## config.mk

```make
export PLATFORM = sky130hd
export DESIGN_NAME = rca_share_arbiter
export DESIGN_NICKNAME = d
export VERILOG_FILES = /design/src/rtl/rca_share_arbiter.sv
export SDC_FILE = /design/constraint.sdc
export NUM_CORES = 1
export LEC_CHECK = 0
export ABC_CLOCK_PERIOD_IN_PS = 21700
export CORE_UTILIZATION = 25
export CTS_CLUSTER_DIAMETER = 200
export CTS_CLUSTER_SIZE = 8
export DETAILED_ROUTE_END_ITERATION = 12
export SLEW_MARGIN = 15
export SYNTH_ARGS = -nofsm -noshare
export SYNTH_HDL_FRONTEND = slang
export SYNTH_SLANG_ARGS = --single-unit
```

## constraint.sdc

```tcl
create_clock -name i_clk -period 21.7 [get_ports i_clk]
set_input_delay 2.17 -clock i_clk [delete_from_list [all_inputs] [get_ports i_clk]]
set_output_delay 2.17 -clock i_clk [all_outputs]
set_load 0.005 [all_outputs]
```

## src/rtl/rca_share_arbiter.sv

```systemverilog
// Round-robin arbiter sharing one ripple-carry adder; sum valid SETTLE_CYC edges after accept, held until i_rsp_ready.
// No accepts while busy. Optional completed-op counter o_op_count under RCA_ARB_OPCNT_EN.
module rca_share_arbiter #(
  parameter  int WIDTH      = 45,
  parameter  int NREQ       = 4,
  parameter  int SETTLE_CYC = 3,
  localparam int IDW        = $clog2(NREQ)
) (
  input  logic                 i_clk,
  input  logic                 i_rst_n,
  input  logic [NREQ-1:0]      i_req_valid,
  output logic [NREQ-1:0]      o_req_ready,
  input  logic [NREQ*WIDTH-1:0] i_req_op_a,
  input  logic [NREQ*WIDTH-1:0] i_req_op_b,
  output logic                 o_rsp_valid,
  input  logic                 i_rsp_ready,
  output logic [WIDTH:0]       o_rsp_result,
  output logic [IDW-1:0]       o_rsp_id,
  output logic                 o_busy
`ifdef RCA_ARB_OPCNT_EN
  , output logic [15:0]        o_op_count
`endif
);

  localparam int CW = $clog2(SETTLE_CYC + 1);
  localparam logic [IDW:0] NREQ_W = (IDW+1)'(NREQ);

  typedef enum logic [1:0] {S_IDLE, S_SETTLE, S_RESP} state_t;

  state_t           r_state, w_state_nxt;
  logic [IDW-1:0]   r_rr_ptr;
  logic [IDW-1:0]   r_gnt_id;
  logic [CW-1:0]    r_cnt;
  logic [WIDTH-1:0] r_op_a, r_op_b;

  logic             w_gnt_vld;
  logic [IDW-1:0]   w_gnt_idx;
  logic [IDW:0]     w_probe;
  logic             w_accept;
  logic [WIDTH:0]   w_adder;
  logic             w_c;

  // Scan offsets high to low so the smallest offset from r_rr_ptr wins.
  always_comb begin
    w_gnt_vld = 1'b0;
    w_gnt_idx = '0;
    w_probe   = '0;
    for (int i = NREQ-1; i >= 0; i--) begin
      w_probe = {1'b0, r_rr_ptr} + (IDW+1)'(i);
      if (w_probe >= NREQ_W) w_probe = w_probe - NREQ_W;
      if (i_req_valid[w_probe[IDW-1:0]]) begin
        w_gnt_vld = 1'b1;
        w_gnt_idx = w_probe[IDW-1:0];
      end
    end
  end

  assign w_accept = (r_state == S_IDLE) && w_gnt_vld;

  always_comb begin
    w_c     = 1'b0;
    w_adder = '0;
    for (int k = 0; k < WIDTH; k++) begin
      w_adder[k] = r_op_a[k] ^ r_op_b[k] ^ w_c;
      w_c        = (r_op_a[k] & r_op_b[k]) | (w_c & (r_op_a[k] ^ r_op_b[k]));
    end
    w_adder[WIDTH] = w_c;
  end

  always_ff @(posedge i_clk or negedge i_rst_n) begin
    if (!i_rst_n) r_state <= S_IDLE;
    else          r_state <= w_state_nxt;
  end

  always_comb begin
    w_state_nxt = r_state;
    case (r_state)
      S_IDLE:   if (w_accept)        w_state_nxt = S_SETTLE;
      S_SETTLE: if (r_cnt == '0)     w_state_nxt = S_RESP;
      S_RESP:   if (i_rsp_ready)     w_state_nxt = S_IDLE;
      default:                       w_state_nxt = S_IDLE;
    endcase
  end

  // Ready is also forced low while reset is asserted.
  always_comb begin
    o_busy      = (r_state != S_IDLE);
    o_req_ready = '0;
    if (w_accept && i_rst_n) o_req_ready[w_gnt_idx] = 1'b1;
  end

  always_ff @(posedge i_clk or negedge i_rst_n) begin
    if (!i_rst_n) begin
      r_rr_ptr     <= '0;
      r_gnt_id     <= '0;
      r_cnt        <= '0;
      r_op_a       <= '0;
      r_op_b       <= '0;
      o_rsp_valid  <= 1'b0;
      o_rsp_result <= '0;
      o_rsp_id     <= '0;
    end else begin
      case (r_state)
        S_IDLE: if (w_accept) begin
          r_op_a   <= i_req_op_a[w_gnt_idx*WIDTH +: WIDTH];
          r_op_b   <= i_req_op_b[w_gnt_idx*WIDTH +: WIDTH];
          r_gnt_id <= w_gnt_idx;
          r_rr_ptr <= (w_gnt_idx == IDW'(NREQ-1)) ? '0 : w_gnt_idx + IDW'(1);
          r_cnt    <= CW'(SETTLE_CYC-1);
        end
        S_SETTLE: begin
          if (r_cnt == '0) begin
            o_rsp_result <= w_adder;
            o_rsp_id     <= r_gnt_id;
            o_rsp_valid  <= 1'b1;
          end else begin
            r_cnt <= r_cnt - CW'(1);
          end
        end
        S_RESP: if (i_rsp_ready) o_rsp_valid <= 1'b0;
        default: ;
      endcase
    end
  end

`ifdef RCA_ARB_OPCNT_EN
  always_ff @(posedge i_clk or negedge i_rst_n) begin
    if (!i_rst_n)                        o_op_count <= '0;
    else if (o_rsp_valid && i_rsp_ready) o_op_count <= o_op_count + 16'd1;
  end
`endif

endmodule

```

==> impl_metrics.yaml, run 1 <==
min_path:
  min_path_cells: 2
  hold_path_end: "o_rsp_result[13]$_DFFE_PN0P_"
  min_path_type: "reg -> reg"
  hp-start: "o_rsp_result[13]$_DFFE_PN0P_"
clocking:
  cts_made_buffers: 17
  cts_hold_buf: 0
  root_buffer: "clkbuf_16"
  htreeDepth: 4
  cts.path.max_buffers: 2
  cts_resized: 0
  clk_latency_ns: 0.42
  postCtsSetupBuffers: 0
  cts_num_sinks: 147
  cts_tree: "yes"
  clk_pin_slew_ns: 0.07
yosys:
  syn-num-nets: 1374
  ys_seq_elements: 147
  synth_area_um2: 10000
  syn_avg_cell_area_um2: 10.5
  synth_top_area_frac: 0.366
  ys.flop_type: "dfrtp_1"
  synth_cell_types: 39
  synth_area_leaders: "dfrtp_1 (37%), mux2i_1 (9.1%), fa_1 (8.8%)"
  ys_warn_count: 0
  synthArstFlopShare: 1.00
  synth_cells: 957
  synth_top_area_cell: "dfrtp_1"
  yosysSeqAreaShare: 0.366
  synth_edf_count: 0
final_layout:
  stdcell_area_um2: 15000
  stdcell_count: 1834
  final-seq-area_um2: 3680
  fill_cells: 4002
  area_growth_pct: 49.3
  multi_input_comb_area_um2: 5740
  drive_gt1_frac: 0.0780
  nNetsFinal: 1712
worst_setup_path:
  cp_max_fo: 2
  slowest_delay_ns: 0.42
  crit_type: "reg -> reg"
  start_kind: "register"
  arrival_ns: 18.75
  rrSetupSlack_ns: 3.28
  reg2reg_depth: 49
  required_ns: 22.03
  crit_buf_inv: 3
  timing.rr.end: "o_rsp_result[44]$_DFFE_PN0P_"
  slowest_stage: "fa_1"
  crit_path_frequent_cell: "fa_1"
  worstReg2RegStart: "r_op_a[0]$_DFFE_PN0P_"
  critical-path-top-delay-family: "adder cells"
  cp-end-kind: "register"
detailed_routing:
  vias_per_cell: 5.14
  first_pass_iters: 5
  vias: 9427
  drtIter0Drc: 601
  wl_per_cell_um: 20.8
  drc: 0
  ant_nets: 0
  wl_um: 38100
grt:
  grt_max_degree: 92
  grt_overflow_total: 0
  grt_pass1_vias: 9717
  grt_pass1_wl_um: 58400
  busiest_layer: "met2"
  grtUsageTotal: 0.184
  antenna_found_initial: 1
  grtUsageMet1: 0.243
  met2_usage: 0.312
  grt_util_met3: 0.0321
timing:
  setup_viol: 0
  skew_ns: 0.0154
  worst_slew_margin_rel: 0.206
  max_freq_mhz: 54.3
  finalHoldViolations: 0
  setup_tns_ns: 0
  worst_slew_pin_slew_ns: 1.19
  rsz0062_at_grt: "false"
  timing.final.crit_share: 0.849
  setup_ws_ns: 3.28
  slew_violations: 0
  period_minus_slack_ns: 18.42
die:
  ios: 421
  dieArea_um2: 41000
  start_util: 0.253
  rows: 73
  die_w_um: 202
  die_y_um: 202
  core_area_um2: 39600
pwr:
  peakVddDrop_v: 0.000100
  finalPower_mw: 1.75
  cellLeakagePower_nw: 5.93
  power_density_nw_per_um2: 117
placed_design:
  place_ws_ns: 3.30
  placed_area_um2: 14400
  dp.cells: 1801
  hpwl_um: 28200
  io_buffers: 420
  routabilityCongestion: 0.788
run_status:
  status: "complete, no violations"
flow_run:
  drv_cap: 0
==> state kept, by name, indices dropped and copies added (netlist names) <==
register / count
r_rr_ptr: 2
r_cnt: 2
r_op_b: 45
o_rsp_valid: 1
o_rsp_id: 2
r_state: 2
r_gnt_id: 2
o_rsp_result: 46
r_op_a: 45
==> how the worst max path moves through the flow <==
stage,to,from,slack [ns],cells after the start
2_1_floorplan,o_rsp_result[44]$_DFFE_PN0P_,r_op_a[0]$_DFFE_PN0P_,4.33,49
3_3_place_gp,o_rsp_result[44]$_DFFE_PN0P_,r_op_a[0]$_DFFE_PN0P_,3.37,49
3_5_place_dp,o_rsp_result[44]$_DFFE_PN0P_,r_op_a[0]$_DFFE_PN0P_,3.30,49
4_1_cts,o_rsp_result[44]$_DFFE_PN0P_,r_op_a[0]$_DFFE_PN0P_,3.23,49
5_1_grt,o_rsp_result[44]$_DFFE_PN0P_,r_op_a[0]$_DFFE_PN0P_,2.70,49
6_report,o_rsp_result[44]$_DFFE_PN0P_,r_op_a[0]$_DFFE_PN0P_,3.28,49
==> through the flow <==
step                hold WS [ns]  utilization
floorplan                  0.446            -
global placement           0.460        0.364
global route               0.510        0.378
detailed placement         0.471        0.364
finish                     0.484        0.378
CTS                        0.487        0.378
==> cell type report <==
class,count,area share
multi-input cells,684,0.383
inverters,13,0.00367
flip-flops and latches,147,0.245
clock inverters,14,0.00776
well taps,525,0.0438
diodes,1,0.000167
repair buffers,432,0.287
clock buffers,18,0.0293
==> power breakdown <==
group / internal, mW / switching (mW)
Combinational: 0.448 / 0.505
Sequential: 0.414 / 0.0980
Clock: 0.153 / 0.134
==> metal layers <==
metal	share of wire	routed length [µm]	vias to the layer above
li1	-	-	4372
met1	0.44	16700	4697
met2	0.49	18800	336
met3	0.059	2260	22
met4	0.010	391	0
met5	0	0	-
==> tightest hold or removal path: cells and delay by family, from the launching register on <==
kind / cells / cell delay, ns
AND/OR/NAND/NOR: 1 / 0.05
AO/OA/AOI/OAI: 1 / 0.06
flip-flops: 1 / 0.34
==> synthesized netlist by cell type, types with 4 or more instances <==
cell type / count
clkbuf_1: 57
inv_1: 12
o21ai_0: 7
and3_1: 4
dfrtp_1: 147
fa_1: 44
a211o_1: 90
buf_6: 18
o211ai_1: 86
buf_1: 5
o221ai_1: 4
buf_4: 5
nand2_1: 97
buf_2: 28
mux2i_1: 91
nand4_1: 90
ha_1: 6
o31ai_1: 91
a21oi_1: 4
mux2_2: 45
nor2_1: 5
==> kinds of logic (layout without fill, tap and decap cells) <==
family / after synthesis / count (layout) / share of synthesized area
simple gates: 207 / 207 / 0.104
flops: 147 / 147 / 0.366
mux: 136 / 136 / 0.141
compound gates: 291 / 291 / 0.227
fa+ha+maj: 50 / 50 / 0.0952
other cells: 0 / 1 / 0
buf+inv: 126 / 477 / 0.0659
==> placed cells by master, fill, tap and decap left out, drive strengths merged <==
cell type and count:
fa 44, nand4 90, o21a 1, clkinv 4, nor2b 1, o211ai 86, nand2 98, and2 1
o22a 1, o21bai 1, clkdlybuf4s50 419, or2 2, inv 20, nor2 6, mux2 45, nand3 1
buf 13, nor3 1, o21ai 7, nand2b 2, or4 1, a211o 90, o221ai 4, a22o 2
ha 6, clkbuf 18, o31ai 91, a21oi 5, clkinvlp 3, diode 1, a22oi 1, dfrtp 147
and3 4, mux2i 91, a21o 2
(Power assumes the default switching activity.)
==> run 2, diff against run 1 <==
ABC_CLOCK_PERIOD_IN_PS = 16900   (was 21700)
clock period = 16.9 ns   (was 21.7 ns; I/O delays follow)
==> impl_metrics.yaml, run 2 (synthesis gave the netlist of run 1 again) <==
run_status:
  status: "complete, no violations"
placed_design:
  routabilityCongestion: 0.823
  hpwl_um: 28100
  io_buffers: 420
  dp.cells: 1803
flow_run:
  drv_cap: 0
final_layout:
  n_antenna_cell: 0
  largest_register: "o_rsp_result"
  final_common_cell: "clkdlybuf4s50_1"
  top_regs: "o_rsp_result (46), r_op_a (45), r_op_b (45)"
  final-seq-area_um2: 3680
  layout_common_cells: "clkdlybuf4s50_1 (419), dfrtp_1 (147), nand2_1 (95)"
  drive_gt1_frac: 0.111
  multi_input_comb_area_um2: 5850
  largest_reg_flops: 46
  nNetsFinal: 1714
  fill_cells: 4004
  stdcell_count: 1835
  area_growth_pct: 50.4
die:
  rows: 73
  die_y_um: 202
  dieArea_um2: 41000
  ios: 421
  start_util: 0.253
  core_area_um2: 39600
  die_w_um: 202
grt:
  antenna_found_initial: 2
  busiest_layer: "met2"
  met2_usage: 0.309
  grtUsageMet1: 0.247
  grt_max_degree: 96
  grtUsageTotal: 0.186
  grt_pass1_wl_um: 58600
  grt_util_met3: 0.0390
  grt_overflow_total: 0
  grt_pass1_vias: 9552
detailed_routing:
  drtIter0Drc: 522
  wl_um: 38900
  ant_nets: 0
  wl_per_cell_um: 21.2
  vias: 9381
  vias_per_cell: 5.11
  first_pass_iters: 4
  drc: 0
worst_setup_path:
  cp-end-kind: "register"
  arrival_ns: 16.92
  crit_path_start: "r_op_a[0]$_DFFE_PN0P_"
  crit_buf_inv: 3
  cp_max_fo: 2
  start_kind: "register"
  crit_type: "reg -> reg"
  slowest_delay_ns: 0.40
  timing.rr.end: "o_rsp_result[44]$_DFFE_PN0P_"
  worstReg2RegStart: "r_op_a[0]$_DFFE_PN0P_"
  slowest_stage: "fa_1"
  critical-path-top-delay-family: "adder cells"
  crit_path_frequent_cell: "fa_2"
  rrSetupSlack_ns: 0.33
  required_ns: 17.25
  reg2reg_depth: 49
timing:
  worst_slew_margin_rel: 0.257
  slew_violations: 0
  finalHoldViolations: 0
  worst_slew_pin_slew_ns: 1.11
  setup_tns_ns: 0
  setup_viol: 0
  period_minus_slack_ns: 16.57
  max_freq_mhz: 60.3
  skew_ns: 0.0177
  hold-worst-slack_ns: 0.477
  rsz0062_at_grt: "true"
  timing.final.crit_share: 0.981
min_path:
  min_path_cells: 2
  hold_path_end: "r_gnt_id[0]$_DFFE_PN0P_"
  min_path_type: "reg -> reg"
  hp-start: "r_gnt_id[0]$_DFFE_PN0P_"
clocking:
  clk_pin_slew_ns: 0.07
  postCtsSetupBuffers: 0
  cts_num_sinks: 147
  cts_made_buffers: 17
  htreeDepth: 4
  clk_latency_ns: 0.42
  cts.path.max_buffers: 2
  root_buffer: "clkbuf_16"
  cts_tree: "yes"
pwr:
  power_density_nw_per_um2: 151
  peakVddDrop_v: 0.0000796
  cellLeakagePower_nw: 5.88
## run 2: how the worst max path moves through the flow
stage                                         endpoint  cells after the start  slack [ns]
final                     o_rsp_result[44]$_DFFE_PN0P_                     49        0.33
after global routing      o_rsp_result[44]$_DFFE_PN0P_                     49       -0.03
after CTS                 o_rsp_result[44]$_DFFE_PN0P_                     49        0.01
after detailed placement  o_rsp_result[44]$_DFFE_PN0P_                     49       -0.99
after global placement    o_rsp_result[44]$_DFFE_PN0P_                     49       -0.83
after floorplan           o_rsp_result[44]$_DFFE_PN0P_                     49        0.01
## run 2: timing repair
item	4_1_cts	5_1_grt
endpoints found under the setup margin	5	3
hold buffers	0	0
pin swaps	4	7
gates resized for setup	23	8
## run 2: layer usage
layer  wire length, µm  up-vias
met5                27        -
met4               549        4
met3              2420       30
met2             19000      353
met1             16900     4624
li1                  -     4370
## run 2: final cells by class
type                       count  area share
clock buffer                  18      0.0284
tap                          525      0.0435
sequential                   147       0.244
multi-input combinational    684       0.387
inverter                      13     0.00365
timing repair buffer         434       0.286
clock inverter                14     0.00779
## run 2: per-stage QoR
stage	util	setup WS (ns)	total power, mW	cell area [µm²]
floorplan	-	0.0107	1.45	10100
global placement	0.365	-0.827	1.89	14500
detailed placement	0.365	-0.989	1.92	14500
CTS	0.380	0.0127	2.31	15100
global route	0.381	-0.0261	2.47	15100
finish	0.381	0.327	2.28	15100
## run 2: power breakdown
part / total [mW] / switching, mW / internal (mW)
clock network: 0.364 / 0.171 / 0.193
registers: 0.667 / 0.135 / 0.532
logic: 1.25 / 0.656 / 0.594
## run 2: worst register-to-register path: cells and delay by family, from the launching register on
kind,cells,cell delay [ns]
fa+ha+maj,45,15.74
compound gates,1,0.13
buf+inv,3,0.22
flops,1,0.39
==> run 3, diff against run 2 <==
CORE_MARGIN = 8   (was default)
HOLD_SLACK_MARGIN = 0.06   (was default)
==> impl_metrics.yaml, run 3 (synthesis gave the netlist of run 1 again) <==
run_status:
  status: "complete, no violations"
detailed_routing:
  wl_um: 42100
  first_pass_iters: 7
  vias_per_cell: 5.15
  drtIter0Drc: 532
  drc: 0
  wl_per_cell_um: 22.9
  ant_nets: 0
  vias: 9452
clocking:
  htreeDepth: 4
  cts.path.max_buffers: 2
  cts_num_sinks: 147
  clk_latency_ns: 0.43
  postCtsSetupBuffers: 0
  root_buffer: "clkbuf_16"
  cts_tree: "yes"
  clk_pin_slew_ns: 0.07
  cts_made_buffers: 17
pwr:
  seqPwrFrac: 0.292
  cellLeakagePower_nw: 5.88
  p_int_mw: 1.33
  power_density_nw_per_um2: 151
  combPwrFrac: 0.547
  p_clk_frac: 0.161
  peakVddDrop_v: 0.0000872
  sw_frac_of_total: 0.416
  p_sw_mw: 0.948
worst_setup_path:
  arrival_ns: 16.75
  start_kind: "register"
  required_ns: 17.24
  slowest_stage: "dfrtp_1"
  cp-end-kind: "register"
  crit_path_frequent_cell: "fa_2"
  cp_max_fo: 2
  slowest_delay_ns: 0.40
  crit_type: "reg -> reg"
timing:
  skew_ns: 0.0119
  setup_tns_ns: 0
  max_freq_mhz: 61.0
  worst_slew_margin_rel: 0.224
  finalHoldViolations: 0
  setup_viol: 0
  worst_slew_pin_slew_ns: 1.16
  rsz0062_at_grt: "false"
  timing.final.crit_share: 0.971
  slew_violations: 0
  period_minus_slack_ns: 16.41
die:
  core_area_um2: 39600
  ios: 421
  dieArea_um2: 46800
  rows: 73
  start_util: 0.253
  die_w_um: 216
  die_y_um: 216
grt:
  met2_usage: 0.294
  grtUsageTotal: 0.175
  grt_max_degree: 91
  grt_util_met3: 0.0460
  grtUsageMet1: 0.216
  grt_pass1_wl_um: 63800
  grt_overflow_total: 0
  antenna_found_initial: 3
  busiest_layer: "met2"
  grt_pass1_vias: 10258
final_layout:
  layout_common_cells: "clkdlybuf4s50_1 (419), dfrtp_1 (147), nand2_1 (95)"
  final_common_cell: "clkdlybuf4s50_1"
  fill_cells: 4013
  top_regs: "o_rsp_result (46), r_op_a (45), r_op_b (45)"
  nNetsFinal: 1715
  largest_reg_flops: 46
  largest_register: "o_rsp_result"
  n_antenna_cell: 0
  stdcell_area_um2: 15100
  stdcell_count: 1836
  area_growth_pct: 50.5
  final_util: 0.381
  drive_gt1_frac: 0.108
placed_design:
  placed_area_um2: 14500
  dp.cells: 1804
  hpwl_um: 31500
  routabilityCongestion: 0.786
  io_buffers: 420
min_path:
  min_path_type: "reg -> reg"
flow_run:
  drv_cap: 0
==> run 3: cell count changes in the layout (fill, tap and decap cells not counted) <==
cell,before,now
bufinv_16,0,1
clkbuf_1,1,3
buf_4,14,15
ha_1,5,6
clkinvlp_4,2,4
inv_6,6,3
inv_8,2,0
fa_2,41,39
fa_1,3,5
clkbuf_8,0,1
ha_2,1,0
clkinv_4,3,2
==> run 3: area by class of cell <==
cell class / count / area [µm²] / share of cell area
clock buffer: 21 / 450 / 0.0298
clock inverter: 11 / 105 / 0.00696
inverter: 13 / 55.1 / 0.00364
multi-input combinational: 684 / 5840 / 0.387
sequential: 147 / 3680 / 0.244
tap: 525 / 657 / 0.0435
timing repair buffer: 435 / 4320 / 0.286
==> run 3: worst paths after layout <==
| path | from | to | slack, ns | depth (start not counted) |
|---|---|---|---|---|
| max in group asynchronous | i_rst_n | r_op_a[22]$_DFFE_PN0P_ | 14.21 | 2 |
| hold / removal | r_gnt_id[0]$_DFFE_PN0P_ | r_gnt_id[0]$_DFFE_PN0P_ | 0.49 | 2 |
| setup / recovery | r_op_b[0]$_DFFE_PN0P_ | o_rsp_result[44]$_DFFE_PN0P_ | 0.49 | 49 |
| setup reg to reg | r_op_b[0]$_DFFE_PN0P_ | o_rsp_result[44]$_DFFE_PN0P_ | 0.49 | 49 |
| min in group asynchronous | i_rst_n | r_state[0]$_DFFE_PN0P_ | 1.31 | 1 |
| hold reg to reg | r_gnt_id[0]$_DFFE_PN0P_ | r_gnt_id[0]$_DFFE_PN0P_ | 0.49 | 2 |
==> run 3: worst max-delay path, delay by kind of cell (launching register included) <==
family	cells	cell delay, ns
AO/OA/AOI/OAI	1	0.13
flip-flops	1	0.40
buffers and inverters	3	0.20
adder cells (fa/ha/maj)	45	15.58
==> run 3: routing by layer <==
metal | vias up | part of all wire
met1 | 4655 | 0.42
met3 | 52 | 0.068
li1 | 4377 | -
met4 | 6 | 0.025
met2 | 362 | 0.49
met5 | - | 0.00083
==> run 3: stage by stage <==
step | setup slack (ns) | power (mW) | hold slack [ns]
floorplan | 0.0107 | 1.45 | 0.446
global placement | -0.828 | 1.89 | 0.462
detailed placement | -0.870 | 1.93 | 0.476
CTS | 0.0166 | 2.31 | 0.490
global route | 0.0122 | 2.48 | 0.512
finish | 0.494 | 2.28 | 0.488
==> run 3: power groups by stage <==
stage          Combinational (mW)  Sequential, mW  Clock (mW)
2_1_floorplan               0.801           0.646           0
3_3_place_gp                 1.23           0.658           0
3_5_place_dp                 1.26           0.670           0
4_1_cts                      1.27           0.667       0.381
5_1_grt                      1.39           0.692       0.399
6_report                     1.25           0.664       0.367
==> run 3: what timing repair did <==
item,CTS,global route
endpoints found under the setup margin,4,3
hold buffers,0,0
gates resized for setup,19,9
pin swaps,0,0
==> RTL edit (settings of run 2) <==
The parameter `SETTLE_CYC` goes from 3 to 6.
--- a/src/rtl/rca_share_arbiter.sv
+++ b/src/rtl/rca_share_arbiter.sv
@@ -3,7 +3,7 @@
 module rca_share_arbiter #(
   parameter  int WIDTH      = 45,
   parameter  int NREQ       = 4,
-  parameter  int SETTLE_CYC = 3,
+  parameter  int SETTLE_CYC = 6,
   localparam int IDW        = $clog2(NREQ)
 ) (
   input  logic                 i_clk,
Formal check against the unedited RTL: not equivalent (Yosys sat finds a counterexample within 10 cycles, from zero or initial values and one cycle with i_rst_n low).
==> RTL edit against run 2 <==
Sequential cell count grew 1. Utilization grew 0.91 points. Die area shrank 1.4%. Largest power group unchanged. Sequential power shrank 2%. First-iteration DRC count shrank 4.0%. Setup slack gained 140 ps. Synthesized area shrank 1.4%. Wire length grew 1.1%. Synthesized cell count grew 0.63%. Final area grew 0.29%. Total power shrank 3.3%.
==> RTL edit: results (changes against run 2) <==
Final clock-cell share=3.74% (+0.12 points); share of cell area taken by multi-input logic gates=38.6% (-0.10 points); CTS resizes=21 (-8.7%); layout clock buffer count=20 (+2); Final Instance Count excl. Fillers=1843 (+0.44%); Vias=9477 (+1.0%); Max-Slew Margin vs Limit=26.5% (+0.71 points); via count of the first global-routing pass=10000 (+5.0%); synth unique cells=30 (-23%); setup slack at placement=-863 ps (+126 ps); sequential fraction of the synthesis area=37.4% (+0.78 points); placed cell area=14500 µm² (+0.18%); DR iter-0 viols=501 (-4.0%); Signal buffers=435 (+0.23%); Final GP Congestion=0.826 (+0.32%); Syn Nets=1381 (+0.51%); Reg area=3700 µm² (+0.68%); pwr dens=146 nW/µm² (-3.6%); status=finished clean; multi-input logic cell count=697 (+1.9%); Async S/R FF share, synth=100% (unchanged); Post-DP HPWL=27900 µm (-0.55%); die area=40400 µm² (-1.4%); Peak VDD IR=0.0000765 V (-4.0%); R2R cell count=49 (unchanged); first-pass GRT wire length=60300 µm (+2.9%); Static Leakage=6.24 nW (+6.2%); Clock Skews=16.0 ps (-1.73 ps); gr usage total=19.3% (+0.70 points); Largest regs=o_rsp_result (46), r_op_a (45), r_op_b (45); Syn Area/Cell=10.3 µm² (-2.0%); Seq cells=148 (+0.68%); Max Slew Vio Count=0 (unchanged); Synth Flop Type=dfrtp_1; pin count of the biggest net entering global routing=83 (-14%); layout cells sized above 1=13.2% (+2.1 points); Yosys warnings=0 (unchanged); largest cells by area after synthesis=dfrtp_1 (37%), mux2_4 (11%), a221o_1 (9.1%); DRT Pass-1 Iters=6 (+2); Post-synth top cells=dfrtp_1 (148), nand2_1 (148), a21oi_1 (94); buffering overhead=28.5% (-0.033 points); nets=1730 (+0.93%); Fillers=3785 (-5.5%); flop-to-flop setup slack=460 ps (+140 ps); Post-Route WL=39300 µm (+1.1%); arrival time at the worst endpoint=16760 ps (-160 ps)
RTL edit: changes by cell type after synthesis, sizes merged, moves of 3 or more:
cell and delta:
a211o -90, a221o +90, mux2i -90, a21oi +89, o211ai -86, nand2 +50, mux2 +45, buf -33
clkbuf +25, o221ai -4, nand2b +3, nor2 +3, o21ai +3
RTL edit: layer usage:
| layer | share of wire (%) | vias up | GRT usage, % |
|---|---|---|---|
| li1 | - | 4363 | - |
| met1 | 42 | 4714 | 24.4 |
| met2 | 50 | 356 | 33.5 |
| met3 | 5.6 | 44 | 3.85 |
| met4 | 1.8 | 0 | 4.88 |
| met5 | 0 | - | 0 |
RTL edit: power by group:
part	internal [mW]	leakage [nW]	switching, mW
Sequential	0.519	1.85	0.134
Combinational	0.587	4.12	0.592
Clock	0.209	0.272	0.164
RTL edit: how the worst min path moves through the flow:
stage / endpoint / slack (ps) / startpoint / cells past startpoint
5_1_grt: r_gnt_id[1] / 490 / r_gnt_id[1] / 2
4_1_cts: r_cnt[0] / 470 / r_cnt[0] / 1
3_3_place_gp: o_rsp_id[1] / 450 / r_gnt_id[1] / 2
2_1_floorplan: o_rsp_id[0] / 440 / r_gnt_id[0] / 2
6_report: r_cnt[0] / 460 / r_cnt[0] / 1
3_5_place_dp: o_rsp_id[0] / 450 / r_gnt_id[0] / 2
RTL edit: cell families after synthesis:
logic type / after synthesis / synth area share (%)
AO/OA/AOI/OAI: 287 / 21.4
adder cells (fa/ha/maj): 51 / 9.79
buffers and inverters: 118 / 5.29
flip-flops: 148 / 37.4
multiplexers: 91 / 13.1
AND/OR/NAND/NOR: 268 / 13.0
